==> src/rtl/pipeline_ctrl_pkg.sv <==
// Shared types for pipeline_ctrl: sequencer states, default timing constants
// and the bundle of pipeline-register control bits driven each cycle.
package pipe_ctrl_pkg;

  typedef enum logic [1:0] {
    RUN    = 2'd0,
    DRAIN  = 2'd1,
    HALTED = 2'd2
  } pipe_state_e;

  localparam int DEF_MEM_TIMEOUT  = 16;
  localparam int DEF_DRAIN_CYCLES = 4;

  typedef struct packed {
    logic pc_write;
    logic pc_sel_branch;
    logic if_id_write;
    logic if_id_flush;
    logic id_ex_write;
    logic id_ex_flush;
    logic ex_mem_write;
    logic mem_wb_flush;
  } pipe_ctl_t;

  // Everything held, nothing squashed.
  localparam pipe_ctl_t CTL_IDLE    = pipe_ctl_t'(8'b0000_0000);
  // Every register and the PC load their next value, nothing squashed.
  localparam pipe_ctl_t CTL_ADVANCE = pipe_ctl_t'(8'b1010_1010);

endpackage

==> src/rtl/pipeline_ctrl_if.sv <==
// Hazard inputs and pipeline-register controls exchanged between the 5-stage
// datapath (master) and the stall/flush sequencer (slave).
interface pipeline_ctrl_if;

  logic [4:0] id_rs1;
  logic [4:0] id_rs2;
  logic       id_uses_rs2;
  logic [4:0] ex_rd;
  logic       ex_memread;
  logic       ex_branch_taken;
  logic       mem_access;
  logic       mem_ready;
  logic       halt_req;

  logic       pc_write;
  logic       pc_sel_branch;
  logic       if_id_write;
  logic       if_id_flush;
  logic       id_ex_write;
  logic       id_ex_flush;
  logic       ex_mem_write;
  logic       mem_wb_flush;
  logic       freeze;

  modport master (
    output id_rs1, id_rs2, id_uses_rs2, ex_rd, ex_memread, ex_branch_taken,
           mem_access, mem_ready, halt_req,
    input  pc_write, pc_sel_branch, if_id_write, if_id_flush, id_ex_write,
           id_ex_flush, ex_mem_write, mem_wb_flush, freeze
  );

  modport slave (
    input  id_rs1, id_rs2, id_uses_rs2, ex_rd, ex_memread, ex_branch_taken,
           mem_access, mem_ready, halt_req,
    output pc_write, pc_sel_branch, if_id_write, if_id_flush, id_ex_write,
           id_ex_flush, ex_mem_write, mem_wb_flush, freeze
  );

endinterface

==> src/rtl/pipeline_ctrl_load_use_detect.sv <==
// Load-use comparator: the load in EX writes a register the ID instruction
// reads. x0 never creates a hazard.
module load_use_detect (
  input  logic [4:0] id_rs1,
  input  logic [4:0] id_rs2,
  input  logic       id_uses_rs2,
  input  logic [4:0] ex_rd,
  input  logic       ex_memread,
  output logic       load_use
);

  assign load_use = ex_memread && (ex_rd != 5'd0) &&
                    ((ex_rd == id_rs1) || (id_uses_rs2 && (ex_rd == id_rs2)));

endmodule

==> src/rtl/pipeline_ctrl.sv <==
// Stall/flush sequencer for the 5-stage pipeline: priority mux, RUN/DRAIN/HALTED
// FSM and memory timeout. Performance counters exist only with PIPE_PERF_CNT_EN.
module pipeline_ctrl
  import pipe_ctrl_pkg::*;
#(
  parameter int MEM_TIMEOUT  = DEF_MEM_TIMEOUT,
  parameter int DRAIN_CYCLES = DEF_DRAIN_CYCLES,
  parameter int CNT_W        = 32
) (
  input  logic             clk,
  input  logic             rst,
  pipeline_ctrl_if.slave   pif,
  output logic             halted,
  output logic             timeout_err,
  output logic [CNT_W-1:0] stall_cnt,
  output logic [CNT_W-1:0] flush_cnt,
  output logic [CNT_W-1:0] cycle_cnt
);

  localparam int             WW   = $clog2(MEM_TIMEOUT);
  localparam int             DW   = (DRAIN_CYCLES > 1) ? $clog2(DRAIN_CYCLES) : 1;
  localparam logic [WW-1:0]  WMAX = WW'(MEM_TIMEOUT - 1);
  localparam logic [DW-1:0]  DMAX = DW'(DRAIN_CYCLES - 1);

  pipe_state_e   state;
  logic [WW-1:0] wcnt;
  logic [DW-1:0] dcnt;
  pipe_ctl_t     ctl;
  logic          load_use;
  logic          mem_stall;
  logic          freeze_now;

  load_use_detect u_load_use (
    .id_rs1      (pif.id_rs1),
    .id_rs2      (pif.id_rs2),
    .id_uses_rs2 (pif.id_uses_rs2),
    .ex_rd       (pif.ex_rd),
    .ex_memread  (pif.ex_memread),
    .load_use    (load_use)
  );

  assign mem_stall = pif.mem_access && !pif.mem_ready;

  // First matching condition wins; a held pipeline keeps deferred hazards visible.
  always_comb begin
    ctl        = CTL_IDLE;
    freeze_now = 1'b0;
    if (rst) begin
      ctl.if_id_flush  = 1'b1;
      ctl.id_ex_flush  = 1'b1;
      ctl.mem_wb_flush = 1'b1;
    end else if (state == HALTED) begin
      ctl = CTL_IDLE;
    end else if (mem_stall) begin
      ctl.mem_wb_flush = 1'b1;
      freeze_now       = 1'b1;
    end else if (pif.ex_branch_taken) begin
      ctl               = CTL_ADVANCE;
      ctl.pc_write      = (state == RUN);
      ctl.pc_sel_branch = (state == RUN);
      ctl.if_id_flush   = 1'b1;
      ctl.id_ex_flush   = 1'b1;
    end else if (load_use) begin
      ctl             = CTL_ADVANCE;
      ctl.pc_write    = 1'b0;
      ctl.if_id_write = 1'b0;
      ctl.id_ex_flush = 1'b1;
    end else if (pif.halt_req || (state == DRAIN)) begin
      ctl             = CTL_ADVANCE;
      ctl.pc_write    = 1'b0;
      ctl.if_id_flush = 1'b1;
    end else begin
      ctl = CTL_ADVANCE;
    end
  end

  assign pif.pc_write      = ctl.pc_write;
  assign pif.pc_sel_branch = ctl.pc_sel_branch;
  assign pif.if_id_write   = ctl.if_id_write;
  assign pif.if_id_flush   = ctl.if_id_flush;
  assign pif.id_ex_write   = ctl.id_ex_write;
  assign pif.id_ex_flush   = ctl.id_ex_flush;
  assign pif.ex_mem_write  = ctl.ex_mem_write;
  assign pif.mem_wb_flush  = ctl.mem_wb_flush;
  assign pif.freeze        = freeze_now;

  assign halted = (state == HALTED);

  // Drain progress pauses while memory freezes; a halt loses to branch and load-use.
  always_ff @(posedge clk) begin
    if (rst) begin
      state       <= RUN;
      wcnt        <= '0;
      dcnt        <= '0;
      timeout_err <= 1'b0;
    end else if (state != HALTED) begin
      if (mem_stall) begin
        wcnt <= wcnt + WW'(1);
        if (wcnt == WMAX) begin
          state       <= HALTED;
          timeout_err <= 1'b1;
        end
      end else begin
        wcnt <= '0;
        if (state == DRAIN) begin
          if (dcnt == DMAX) begin
            state <= HALTED;
          end else begin
            dcnt <= dcnt + DW'(1);
          end
        end else if (pif.halt_req && !pif.ex_branch_taken && !load_use) begin
          state <= DRAIN;
          dcnt  <= '0;
        end
      end
    end
  end

`ifdef PIPE_PERF_CNT_EN
  // Saturating counters, frozen once the pipeline has stopped.
  always_ff @(posedge clk) begin
    if (rst) begin
      stall_cnt <= '0;
      flush_cnt <= '0;
      cycle_cnt <= '0;
    end else if (state != HALTED) begin
      if (cycle_cnt != '1) begin
        cycle_cnt <= cycle_cnt + CNT_W'(1);
      end
      if ((mem_stall || (!pif.ex_branch_taken && load_use)) && (stall_cnt != '1)) begin
        stall_cnt <= stall_cnt + CNT_W'(1);
      end
      if (!mem_stall && pif.ex_branch_taken && (flush_cnt != '1)) begin
        flush_cnt <= flush_cnt + CNT_W'(1);
      end
    end
  end
`else
  assign stall_cnt = '0;
  assign flush_cnt = '0;
  assign cycle_cnt = '0;
`endif

endmodule

==> src/flat_wrapper.sv <==
// flat-port wrapper written by rule: the top's interface ports become plain ports
module pipeline_ctrl_flat import pipe_ctrl_pkg::*;
#(
  parameter int MEM_TIMEOUT  = DEF_MEM_TIMEOUT,
  parameter int DRAIN_CYCLES = DEF_DRAIN_CYCLES,
  parameter int CNT_W        = 32
)
  (clk, rst, halted, timeout_err, stall_cnt, flush_cnt, cycle_cnt, pif_id_rs1, pif_id_rs2, pif_id_uses_rs2, pif_ex_rd, pif_ex_memread, pif_ex_branch_taken, pif_mem_access, pif_mem_ready, pif_halt_req, pif_pc_write, pif_pc_sel_branch, pif_if_id_write, pif_if_id_flush, pif_id_ex_write, pif_id_ex_flush, pif_ex_mem_write, pif_mem_wb_flush, pif_freeze);
  pipeline_ctrl_if pif_i ();
  input  logic clk;
  input  logic rst;
  output logic halted;
  output logic timeout_err;
  output logic [CNT_W-1:0] stall_cnt;
  output logic [CNT_W-1:0] flush_cnt;
  output logic [CNT_W-1:0] cycle_cnt;
  input wire logic [$bits(pif_i.id_rs1)-1:0] pif_id_rs1;
  input wire logic [$bits(pif_i.id_rs2)-1:0] pif_id_rs2;
  input wire logic [$bits(pif_i.id_uses_rs2)-1:0] pif_id_uses_rs2;
  input wire logic [$bits(pif_i.ex_rd)-1:0] pif_ex_rd;
  input wire logic [$bits(pif_i.ex_memread)-1:0] pif_ex_memread;
  input wire logic [$bits(pif_i.ex_branch_taken)-1:0] pif_ex_branch_taken;
  input wire logic [$bits(pif_i.mem_access)-1:0] pif_mem_access;
  input wire logic [$bits(pif_i.mem_ready)-1:0] pif_mem_ready;
  input wire logic [$bits(pif_i.halt_req)-1:0] pif_halt_req;
  output wire logic [$bits(pif_i.pc_write)-1:0] pif_pc_write;
  output wire logic [$bits(pif_i.pc_sel_branch)-1:0] pif_pc_sel_branch;
  output wire logic [$bits(pif_i.if_id_write)-1:0] pif_if_id_write;
  output wire logic [$bits(pif_i.if_id_flush)-1:0] pif_if_id_flush;
  output wire logic [$bits(pif_i.id_ex_write)-1:0] pif_id_ex_write;
  output wire logic [$bits(pif_i.id_ex_flush)-1:0] pif_id_ex_flush;
  output wire logic [$bits(pif_i.ex_mem_write)-1:0] pif_ex_mem_write;
  output wire logic [$bits(pif_i.mem_wb_flush)-1:0] pif_mem_wb_flush;
  output wire logic [$bits(pif_i.freeze)-1:0] pif_freeze;
  assign pif_i.id_rs1 = pif_id_rs1;
  assign pif_i.id_rs2 = pif_id_rs2;
  assign pif_i.id_uses_rs2 = pif_id_uses_rs2;
  assign pif_i.ex_rd = pif_ex_rd;
  assign pif_i.ex_memread = pif_ex_memread;
  assign pif_i.ex_branch_taken = pif_ex_branch_taken;
  assign pif_i.mem_access = pif_mem_access;
  assign pif_i.mem_ready = pif_mem_ready;
  assign pif_i.halt_req = pif_halt_req;
  assign pif_pc_write = pif_i.pc_write;
  assign pif_pc_sel_branch = pif_i.pc_sel_branch;
  assign pif_if_id_write = pif_i.if_id_write;
  assign pif_if_id_flush = pif_i.if_id_flush;
  assign pif_id_ex_write = pif_i.id_ex_write;
  assign pif_id_ex_flush = pif_i.id_ex_flush;
  assign pif_ex_mem_write = pif_i.ex_mem_write;
  assign pif_mem_wb_flush = pif_i.mem_wb_flush;
  assign pif_freeze = pif_i.freeze;
  pipeline_ctrl #(.MEM_TIMEOUT(MEM_TIMEOUT), .DRAIN_CYCLES(DRAIN_CYCLES), .CNT_W(CNT_W)) u_core (.clk(clk), .rst(rst), .pif(pif_i), .halted(halted), .timeout_err(timeout_err), .stall_cnt(stall_cnt), .flush_cnt(flush_cnt), .cycle_cnt(cycle_cnt));
endmodule
==> config.mk <==
export PLATFORM = sky130hd
export DESIGN_NAME = pipeline_ctrl_flat
export DESIGN_NICKNAME = d
export VERILOG_FILES = /design/src/rtl/pipeline_ctrl_pkg.sv /design/src/rtl/pipeline_ctrl_if.sv /design/src/rtl/pipeline_ctrl_load_use_detect.sv /design/src/rtl/pipeline_ctrl.sv /design/src/flat_wrapper.sv
export SDC_FILE = /design/constraint.sdc
export NUM_CORES = 1
export LEC_CHECK = 0
export ABC_AREA = 0
export BUFFER_PORTS_ARGS = -buffer_cell sky130_fd_sc_hd__buf_2
export CORE_MARGIN = 4
export CORE_UTILIZATION = 42
export DETAILED_ROUTE_END_ITERATION = 7
export GPL_TIMING_DRIVEN = 1
export HOLD_SLACK_MARGIN = 0.12
export PLACE_DENSITY = 0.88
export SLEW_MARGIN = 10
export SYNTH_ARGS = -nofsm -noshare
export SYNTH_HDL_FRONTEND = slang
export SYNTH_SLANG_ARGS = --single-unit
==> constraint.sdc <==
create_clock -name clk -period 3.95 [get_ports clk]
set_input_delay 0.395 -clock clk [delete_from_list [all_inputs] [get_ports clk]]
set_output_delay 0.395 -clock clk [all_outputs]
set_load 0.02 [all_outputs]
* Word-level counts from Yosys, hierarchy flattened *
Index checks and enable logic that the tools add are counted.

cells by class
  add/subtract/negate cells = 2
  eq/ne operators = 10
  mux-type cells = 24
  bitwise gates (word level) = 1
  reductions and logical operators = 18

operator list
  kind                                                                      count
  8-bit 2-to-1 mux                                                          4
  2-bit 2-to-1 mux                                                          8
  5-bit equality test                                                       2
  1-bit 2-to-1 mux                                                          9
  4-bit AND reduction                                                       2
  7-bit 2-to-1 mux                                                          1
  1-bit logical AND                                                         6
  2-bit inequality test (second input constant)                             3
  5-bit nonzero test                                                        1
  4-bit by 1-bit adder with 4-bit output (second input constant)            1
  2-bit equality test (second input constant)                               2
  4-bit equality test (second input constant)                               1
  4-bit 2-to-1 mux                                                          1
  1-bit zero test                                                           3
  3-bit 2-to-1 mux                                                          1
  3-bit by 2-bit inequality test with 1-bit output (second input constant)  1
  3-bit AND reduction                                                       1
  3-bit nonzero test                                                        1
  2-bit by 1-bit adder with 2-bit output (second input constant)            1
  2-bit by 1-bit equality test with 1-bit output (second input constant)    1
  2-bit zero test                                                           1
  1-bit logical OR                                                          2
  2-bit nonzero test                                                        1
  1-bit inverter                                                            1

word-level totals
  register bits = 9
  input bits = 23
  output and inout port bits = 107

* Logic depth before layout (Yosys ltp) *
Gate-level depths: netlist (run 1).

  word-level depth = 9
  depth in mapped cells = 8

* Modules after synthesis *
From an unflattened synthesis (run 1), not the netlist that was laid out.

second synthesis, totals
  cell total of the unflattened synthesis = 187
  area, all modules = 1426.4 um2

modules (own cells, without submodules)
  module           times used  cells each  area an instance (um2)  sequential area each (um2)
  pipeline_ctrl    1           170         1293.7                  180.2
  load_use_detect  1           17          132.6                   0.0

* Worst setup path after synthesis (run 1) *
No wires, ideal clock.

  path type = input to output
  start point = input pif_mem_ready
  end point = output pif_pc_sel_branch
  arrival time = 2.010 ns
  required time = 3.555 ns
  path slack = 1.545 ns
  stages on the path = 6
  buffers on the path = 1
  cells stage by stage = nand2b_1 buf_2 nand2_1 nor2_1 inv_1 nor4b_1

between the ends
  word-level cells in the longest chain between the ends = 5

ends and longest elaborated chain
  element             RTL line             text
  start: declaration  flat_wrapper.sv:24   input wire logic [$bits(pif_i.mem_ready)-1:0] pif_mem_ready;
  1-bit zero test     pipeline_ctrl.sv:42  assign mem_stall = pif.mem_access && !pif.mem_ready;
  1-bit logical AND   pipeline_ctrl.sv:42
  7-bit 2-to-1 mux    pipeline_ctrl.sv:54  end else if (mem_stall) begin
  8-bit 2-to-1 mux    pipeline_ctrl.sv:52  end else if (state == HALTED) begin
  3-bit 2-to-1 mux    pipeline_ctrl.sv:48  if (rst) begin
  end: declaration    flat_wrapper.sv:27   output wire logic [$bits(pif_i.pc_sel_branch)-1:0] pif_pc_sel_branch;

No other way between the ends.

* Worst setup path after layout (run 1) *
  start point = input pif_ex_rd[1]
  end point = output pif_pc_write

between the ends
  word-level cells in the longest chain between the ends = 9
  elaborated cells between the ends (all ways) = 12
  classes of those cells = 2 x eq/ne; 5 x mux; 5 x reduce/logical

ends and longest elaborated chain
  element              RTL line                             text
  start: declaration   flat_wrapper.sv:20                   input wire logic [$bits(pif_i.ex_rd)-1:0] pif_ex_rd;
  5-bit equality test  pipeline_ctrl_load_use_detect.sv:13  ((ex_rd == id_rs1) || (id_uses_rs2 && (ex_rd == id_rs2)));
  1-bit logical AND    pipeline_ctrl_load_use_detect.sv:13
  1-bit logical OR     pipeline_ctrl_load_use_detect.sv:13
  1-bit logical AND *  pipeline_ctrl_load_use_detect.sv:12  assign load_use = ex_memread && (ex_rd != 5'd0) &&
  8-bit 2-to-1 mux *   pipeline_ctrl.sv:63                  end else if (load_use) begin
  8-bit 2-to-1 mux *   pipeline_ctrl.sv:57                  end else if (pif.ex_branch_taken) begin
  7-bit 2-to-1 mux *   pipeline_ctrl.sv:54
  8-bit 2-to-1 mux *   pipeline_ctrl.sv:52
  3-bit 2-to-1 mux *   pipeline_ctrl.sv:48
  end: declaration     flat_wrapper.sv:26                   output wire logic [$bits(pif_i.pc_write)-1:0] pif_pc_write;

Mark *: on every way between the ends. The rest lies on a longest branch, timed or not.

==> qor.yml, run 1 <==
run_status:
  status: "finished, final reports clean"
grt:
  met2_usage_pct: 19.20
  grt-busiest-layer: "met2"
  overflow: 0
  grtUsageMet1_pct: 10.23
  grt_start_max_net_pins: 18
  met3_usage_pct: 2.496
  antenna_found_initial: 0
  grt_pass1_wl_um: 3546
  grt_usage_pct: 10.12
  grt_pass1_vias: 847
cells_and_area:
  antennaDiodeCount: 0
  multi_input_area_um2: 910.9
  final-seq-area_um2: 180.2
  finalNonFillerCells: 278
  nets: 258
  drive_above_1_share_pct: 17.67
  final_cell_area_um2: 1355
  nFillCells: 365
  syn_to_final_growth_pct: -9.296
drt:
  drt_iter0_drc: 26
  detail-route-antenna-nets: 0
  routed_wirelength_um: 2666
  drc: 0
  dr.pass1.iters: 4
  wl_per_cell_um: 9.590
  via_per_inst: 3.935
  vias: 1094
clock_network:
  cts_buffers: 3
  cts_resized: 0
  post_cts_buffers: 0
  ctsHoldBuffers: 0
  clock_latency_ns: 0.27
  clkSlewWorstSetupHoldPaths_ns: 0.07
  cts.path.max_buffers: 2
  cts_tree: "done"
  root_buffer: "clkbuf_4"
  cts.sinks: 9
  cts.htree.levels: 1
timing:
  fin_worst_skew_ns: 0.01100
  setup_tns_ns: 0
  rsz0062_at_grt: "no"
  max_clock_freq_mhz: 439.2
  final-setup-viol-count: 0
  hold_violations: 0
  period_share_pct: 57.65
  period_minus_slack_ns: 2.277
  slew_violations: 0
synth:
  synth_cells: 201
  syn_area_per_cell_um2: 7.433
  ys_ff_latch: 9
  ys_seq_area_share_pct: 12.06
  synth_cell_types: 36
  syn_area_um2: 1494
  yosys_warnings: 0
pwr:
  irDropWorstVdd_v: 0.00007472
  p_leak_nw: 0.7474
  total_power_uw: 345.5
  power.density_nw_per_um2: 254.9
run:
  drv_cap: 0
place:
  placed_area_um2: 1329
  gp_congestion: 0.7483
  dp.cells: 274
  port_buffers: 33
  hpwl_um: 2330
floorplanning:
  die_x_um: 67.64
  rows: 21
  ios: 130
  die-area_um2: 4575
  design.core.area_um2: 3390
  initial_utilization_pct: 44.08
  die_h_um: 67.64
setup_path:
  critical_path_class: "in -> out"
  cp_max_fo: 8
  arrival_ns: 1.88
  startpoint_type: "input port"
  worstPathRequired_ns: 3.56
  end_kind: "output port"
min_path:
  min_path_type: "in -> reg"
-- sequential cells by signal (all words and copies together), names as in the netlist --
register,flops
u_core.timeout_err,1
u_core.dcnt,2
u_core.wcnt,4
u_core.state,2
-- cells in the mapped netlist --
library cell | number | area [um^2]
nand2_1 | 10 | 37.54
and2_1 | 1 | 6.260
and3_1 | 1 | 6.260
o2bb2ai_1 | 3 | 26.28
a211oi_1 | 1 | 7.510
or2_2 | 1 | 6.260
conb_1 | 1 | 3.750
nor4_1 | 1 | 6.260
ha_1 | 2 | 25.02
a22oi_1 | 2 | 15.01
buf_2 | 1 | 5.000
or4_4 | 1 | 11.26
a21oi_2 | 1 | 8.760
nor3_1 | 3 | 15.01
nand3_1 | 3 | 15.01
a32oi_1 | 1 | 8.760
a21oi_1 | 7 | 35.03
dfxtp_1 | 9 | 180.2
o21ai_0 | 3 | 15.01
clkbuf_1 | 3 | 11.26
buf_4 | 97 | 728.2
inv_1 | 4 | 15.01
o221ai_4 | 1 | 26.28
xnor2_1 | 4 | 35.03
nand2b_1 | 4 | 25.02
nor2_1 | 18 | 67.56
o221ai_1 | 1 | 8.760
or3_1 | 1 | 6.260
xor2_1 | 6 | 52.55
mux2i_1 | 1 | 10.01
a2111oi_2 | 1 | 15.01
o21bai_1 | 2 | 15.01
nor3b_1 | 2 | 15.01
nor2b_1 | 2 | 12.51
nor4b_1 | 1 | 8.760
o211ai_1 | 1 | 7.510
-- worst paths after layout --
| path | to | slack, ns | start | cells past startpoint |
|---|---|---|---|---|
| worst max-delay path | pif_pc_write | 1.67 | pif_ex_rd[1] | 6 |
| worst min-delay path | u_core.wcnt[2] | 0.47 | rst | 2 |
| worst max register to register | u_core.dcnt[1] | 2.43 | u_core.state[1] | 5 |
| worst min register to register | u_core.timeout_err | 0.48 | u_core.timeout_err | 2 |
-- cell type report --
cell class / count / area share, %
multi-input combinational: 182 / 67.22
sequential: 9 / 13.30
tap: 46 / 4.247
inverter: 4 / 1.108
timing repair buffer: 33 / 12.19
clock buffer: 4 / 1.939
-- cell usage in the layout, fill, tap and decap left out, drive strengths merged, types with 2 or more instances in the layout --
cell type,instances
buf,33
nand2b,4
nor2,18
nor2b,2
nor3,3
nor3b,2
inv,4
conb,96
ha,2
a22oi,2
o221ai,2
a21oi,8
nand3,3
o21ai,3
o21bai,2
dfxtp,9
xor2,6
clkbuf,4
o2bb2ai,3
xnor2,4
nand2,10
-- worst max-delay path: stages --
cell	delay, ns
buf_2	0.12
or4_4	0.55
o221ai_4	0.30
a21oi_2	0.10
a2111oi_2	0.19
buf_2	0.22
-- per-stage QoR --
stage / utilization [%] / worst slack, ns / hold slack (ns)
after floorplan: - / 1.545 / 0.4540
after global placement: 39.20 / 1.699 / 0.4551
after detailed placement: 39.20 / 1.667 / 0.4681
after CTS: 39.98 / 1.660 / 0.4633
after global routing: 39.98 / 1.561 / 0.4794
final: 39.98 / 1.673 / 0.4718
-- kinds of logic after synthesis --
| logic type | after synthesis | share of synthesized area [%] |
|---|---|---|
| other | 1 | 0.2510 |
| adder cells (fa/ha/maj) | 2 | 1.675 |
| buffers and inverters | 105 | 50.84 |
| XOR/XNOR | 10 | 5.862 |
| multiplexers | 1 | 0.6700 |
| flip-flops | 9 | 12.06 |
| AO/OA/AOI/OAI | 24 | 12.65 |
| AND/OR/NAND/NOR | 49 | 16.00 |
-- power by group --
group	internal (mW)	total (mW)	switching [mW]
sequential	0.0939	0.0991	0.00518
clock	0.0391	0.0770	0.0379
combinational	0.0357	0.169	0.134
-- per-layer routing --
layer	part of all wire [%]	wire [um]
met4	1.4	38
met2	53	1416
met5	0	0
met3	12	328
met1	33	882
No activity file was read; power rests on OpenSTA's default activity.
==> inputs of run 2 (changes only) <==
CORE_UTILIZATION = 39   (was 42)
PLACE_DENSITY = 0.82   (was 0.88)
clock period = 2.25 ns   (was 3.95 ns; I/O delays follow)
==> run 2 against run 1 <==
Cell area up 2.3%. Non-clock buffer count is 1 higher. Total power up 92%. Clock-buffer cell count is the same. Worst hold slack worse by 0.13 ns. Via count is 1.2% higher. Clock skew fell by 0.0069 ns. Clock power rose by 140%. Worst setup slack worse by 1.5 ns. Cell count up 1.1%. Combinational power up 78%. Largest power group unchanged.
==> qor.yml, run 2 (same netlist as run 1, synthesis figures left out) <==
run_status:
  status: "finished, final reports clean"
cells_and_area:
  finalNonFillerCells: 281  # +1.1%
  antennaDiodeCount: 0  # unchanged
  syn_to_final_growth_pct: -7.203
  final_common_cell: "conb_1"
  largest_register: "u_core.wcnt"
  top_regs: "u_core.wcnt (4), u_core.dcnt (2), u_core.state (2)"
  largest_reg_flops: 4  # unchanged
  nets: 259  # +0.39%
  final_util_pct: 37.58  # -2.4 points
  nFillCells: 424  # +16%
  drive_above_1_share_pct: 18.45  # +0.78 points
  layout_common_cells: "conb_1, buf_2, nor2_1"
setup_path:
  startpoint_type: "flip-flop"
  r2r_end: "u_core.dcnt[1]"
  arrival_ns: 1.84  # -0.04 ns
  worstPathRequired_ns: 2.03  # -1.53 ns
  end_kind: "output port"
  rr_startpoint: "u_core.wcnt[0]"
  cp_max_fo: 5  # -3
  critical_path_class: "reg -> out"
  r2r_cells: 5  # unchanged
  startpoint: "u_core.state[0]"
  r2r_slack_ns: 0.71  # -1.72 ns
  endpoint: "pif_pc_write"
clock_network:
  cts_tree: "done"
  cts_buffers: 3  # unchanged
  cts.path.max_buffers: 2  # unchanged
  clkSlewWorstSetupHoldPaths_ns: 0.05  # -0.02 ns
  root_buffer: "clkbuf_8"
  ctsHoldBuffers: 0  # unchanged
  cts.htree.levels: 1  # unchanged
  cts.sinks: 9  # unchanged
  clock_latency_ns: 0.23  # -0.04 ns
pwr:
  irDropWorstVdd_v: 0.0001983  # +170%
  p_leak_nw: 0.7596  # +1.6%
  power.density_nw_per_um2: 477.6  # +87%
timing:
  hold_violations: 0  # unchanged
  max_clock_freq_mhz: 484.0
  fin_worst_skew_ns: 0.004076  # -0.006927 ns
  hold_ws_ns: 0.3445  # -0.1273 ns
  final-setup-viol-count: 0  # unchanged
  period_minus_slack_ns: 2.066
  period_share_pct: 91.82
  setup_ws_ns: 0.1840  # -1.489 ns
  slew_violations: 0  # unchanged
run:
  drv_cap: 0  # unchanged
grt:
  antenna_found_initial: 0  # unchanged
  grt_start_max_net_pins: 18  # unchanged
  grt_pass1_wl_um: 3870  # +9.1%
  grt_pass1_vias: 902  # +6.5%
  overflow: 0  # unchanged
  grt_usage_pct: 9.620  # -0.50 points
drt:
  drt_iter0_drc: 38  # +46%
  wl_per_cell_um: 9.637  # +0.49%
  drc: 0  # unchanged
  vias: 1107  # +1.2%
  dr.pass1.iters: 4  # unchanged
  detail-route-antenna-nets: 0  # unchanged
  routed_wirelength_um: 2708  # +1.6%
  via_per_inst: 3.940  # +0.11%
place:
  hpwl_um: 2364  # +1.5%
  port_buffers: 33  # unchanged
  preCtsSetupSlack_ns: 0.2792  # -1.388 ns
  dp.cells: 277  # +1.1%
  gp_congestion: 0.7403  # -1.1%
floorplanning:
  die_x_um: 69.89  # +3.3%
  initial_utilization_pct: 40.50  # -3.6 points
  die_h_um: 69.89  # +3.3%
  rows: 22  # +4.8%
  die-area_um2: 4885  # +6.8%
  design.core.area_um2: 3689  # +8.8%
  ios: 130  # unchanged
min_path:
  min_path_type: "in -> reg"
-- run 2: where the power goes --
group	internal, mW	leakage [nW]	switching [mW]
Clock	0.123	0.0228	0.0634
Combinational	0.0641	0.664	0.236
Sequential	0.166	0.0730	0.00939
Total	0.353	0.760	0.309
-- run 2: worst min path at each step --
stage / startpoint / depth (start not counted) / to
2_1_floorplan: pif_ex_memread / 2 / u_core.state[1]
3_3_place_gp: u_core.timeout_err / 2 / u_core.timeout_err
3_5_place_dp: u_core.timeout_err / 2 / u_core.timeout_err
4_1_cts: pif_ex_memread / 3 / u_core.state[1]
5_1_grt: pif_ex_memread / 3 / u_core.state[1]
6_report: pif_ex_memread / 3 / u_core.state[1]
-- run 2: repair_timing --
item / CTS / global route
endpoints found under the setup margin: 0 / 1
gates resized for setup: 0 / 1
buffers inserted: 0 / 0
-- run 2: cell type report --
cell class	count	area, um^2	share of cell area (%)
multi-input cells	182	913.4	65.88
repair buffers	34	172.7	12.45
inverters	4	15.01	1.083
flip-flops and latches	9	180.2	13.00
clock buffers	4	45.04	3.249
well taps	48	60.06	4.332
-- run 2: metal layers --
layer | vias to the layer above | part of all wire, % | routed length, um | track usage [%]
met5 | - | 0 | 0 | 0
met4 | 0 | 1.9 | 51 | 3.830
met3 | 6 | 12 | 331 | 3.453
met2 | 69 | 55 | 1502 | 18.36
met1 | 506 | 30 | 824 | 9.224
li1 | 526 | - | - | -
-- run 2: through the flow --
| step | power, mW | instance area [um^2] | TNS (ns) |
|---|---|---|---|
| final | 0.6621 | 1386 | 0 |
| after global routing | 0.6953 | 1386 | -0.01022 |
| after global placement | 0.4686 | 1339 | 0 |
| after detailed placement | 0.4721 | 1339 | 0 |
| after CTS | 0.6597 | 1384 | 0 |
| after floorplan | 0.5445 | 1851 | 0 |
-- run 2: critical path: stages (launching register included) --
cell and delay [ns]:
dfxtp_1 0.40, inv_1 0.12, nand2_1 0.14, nand2_1 0.12, nor2_2 0.14, inv_1 0.10, a2111oi_2 0.35, buf_2 0.23
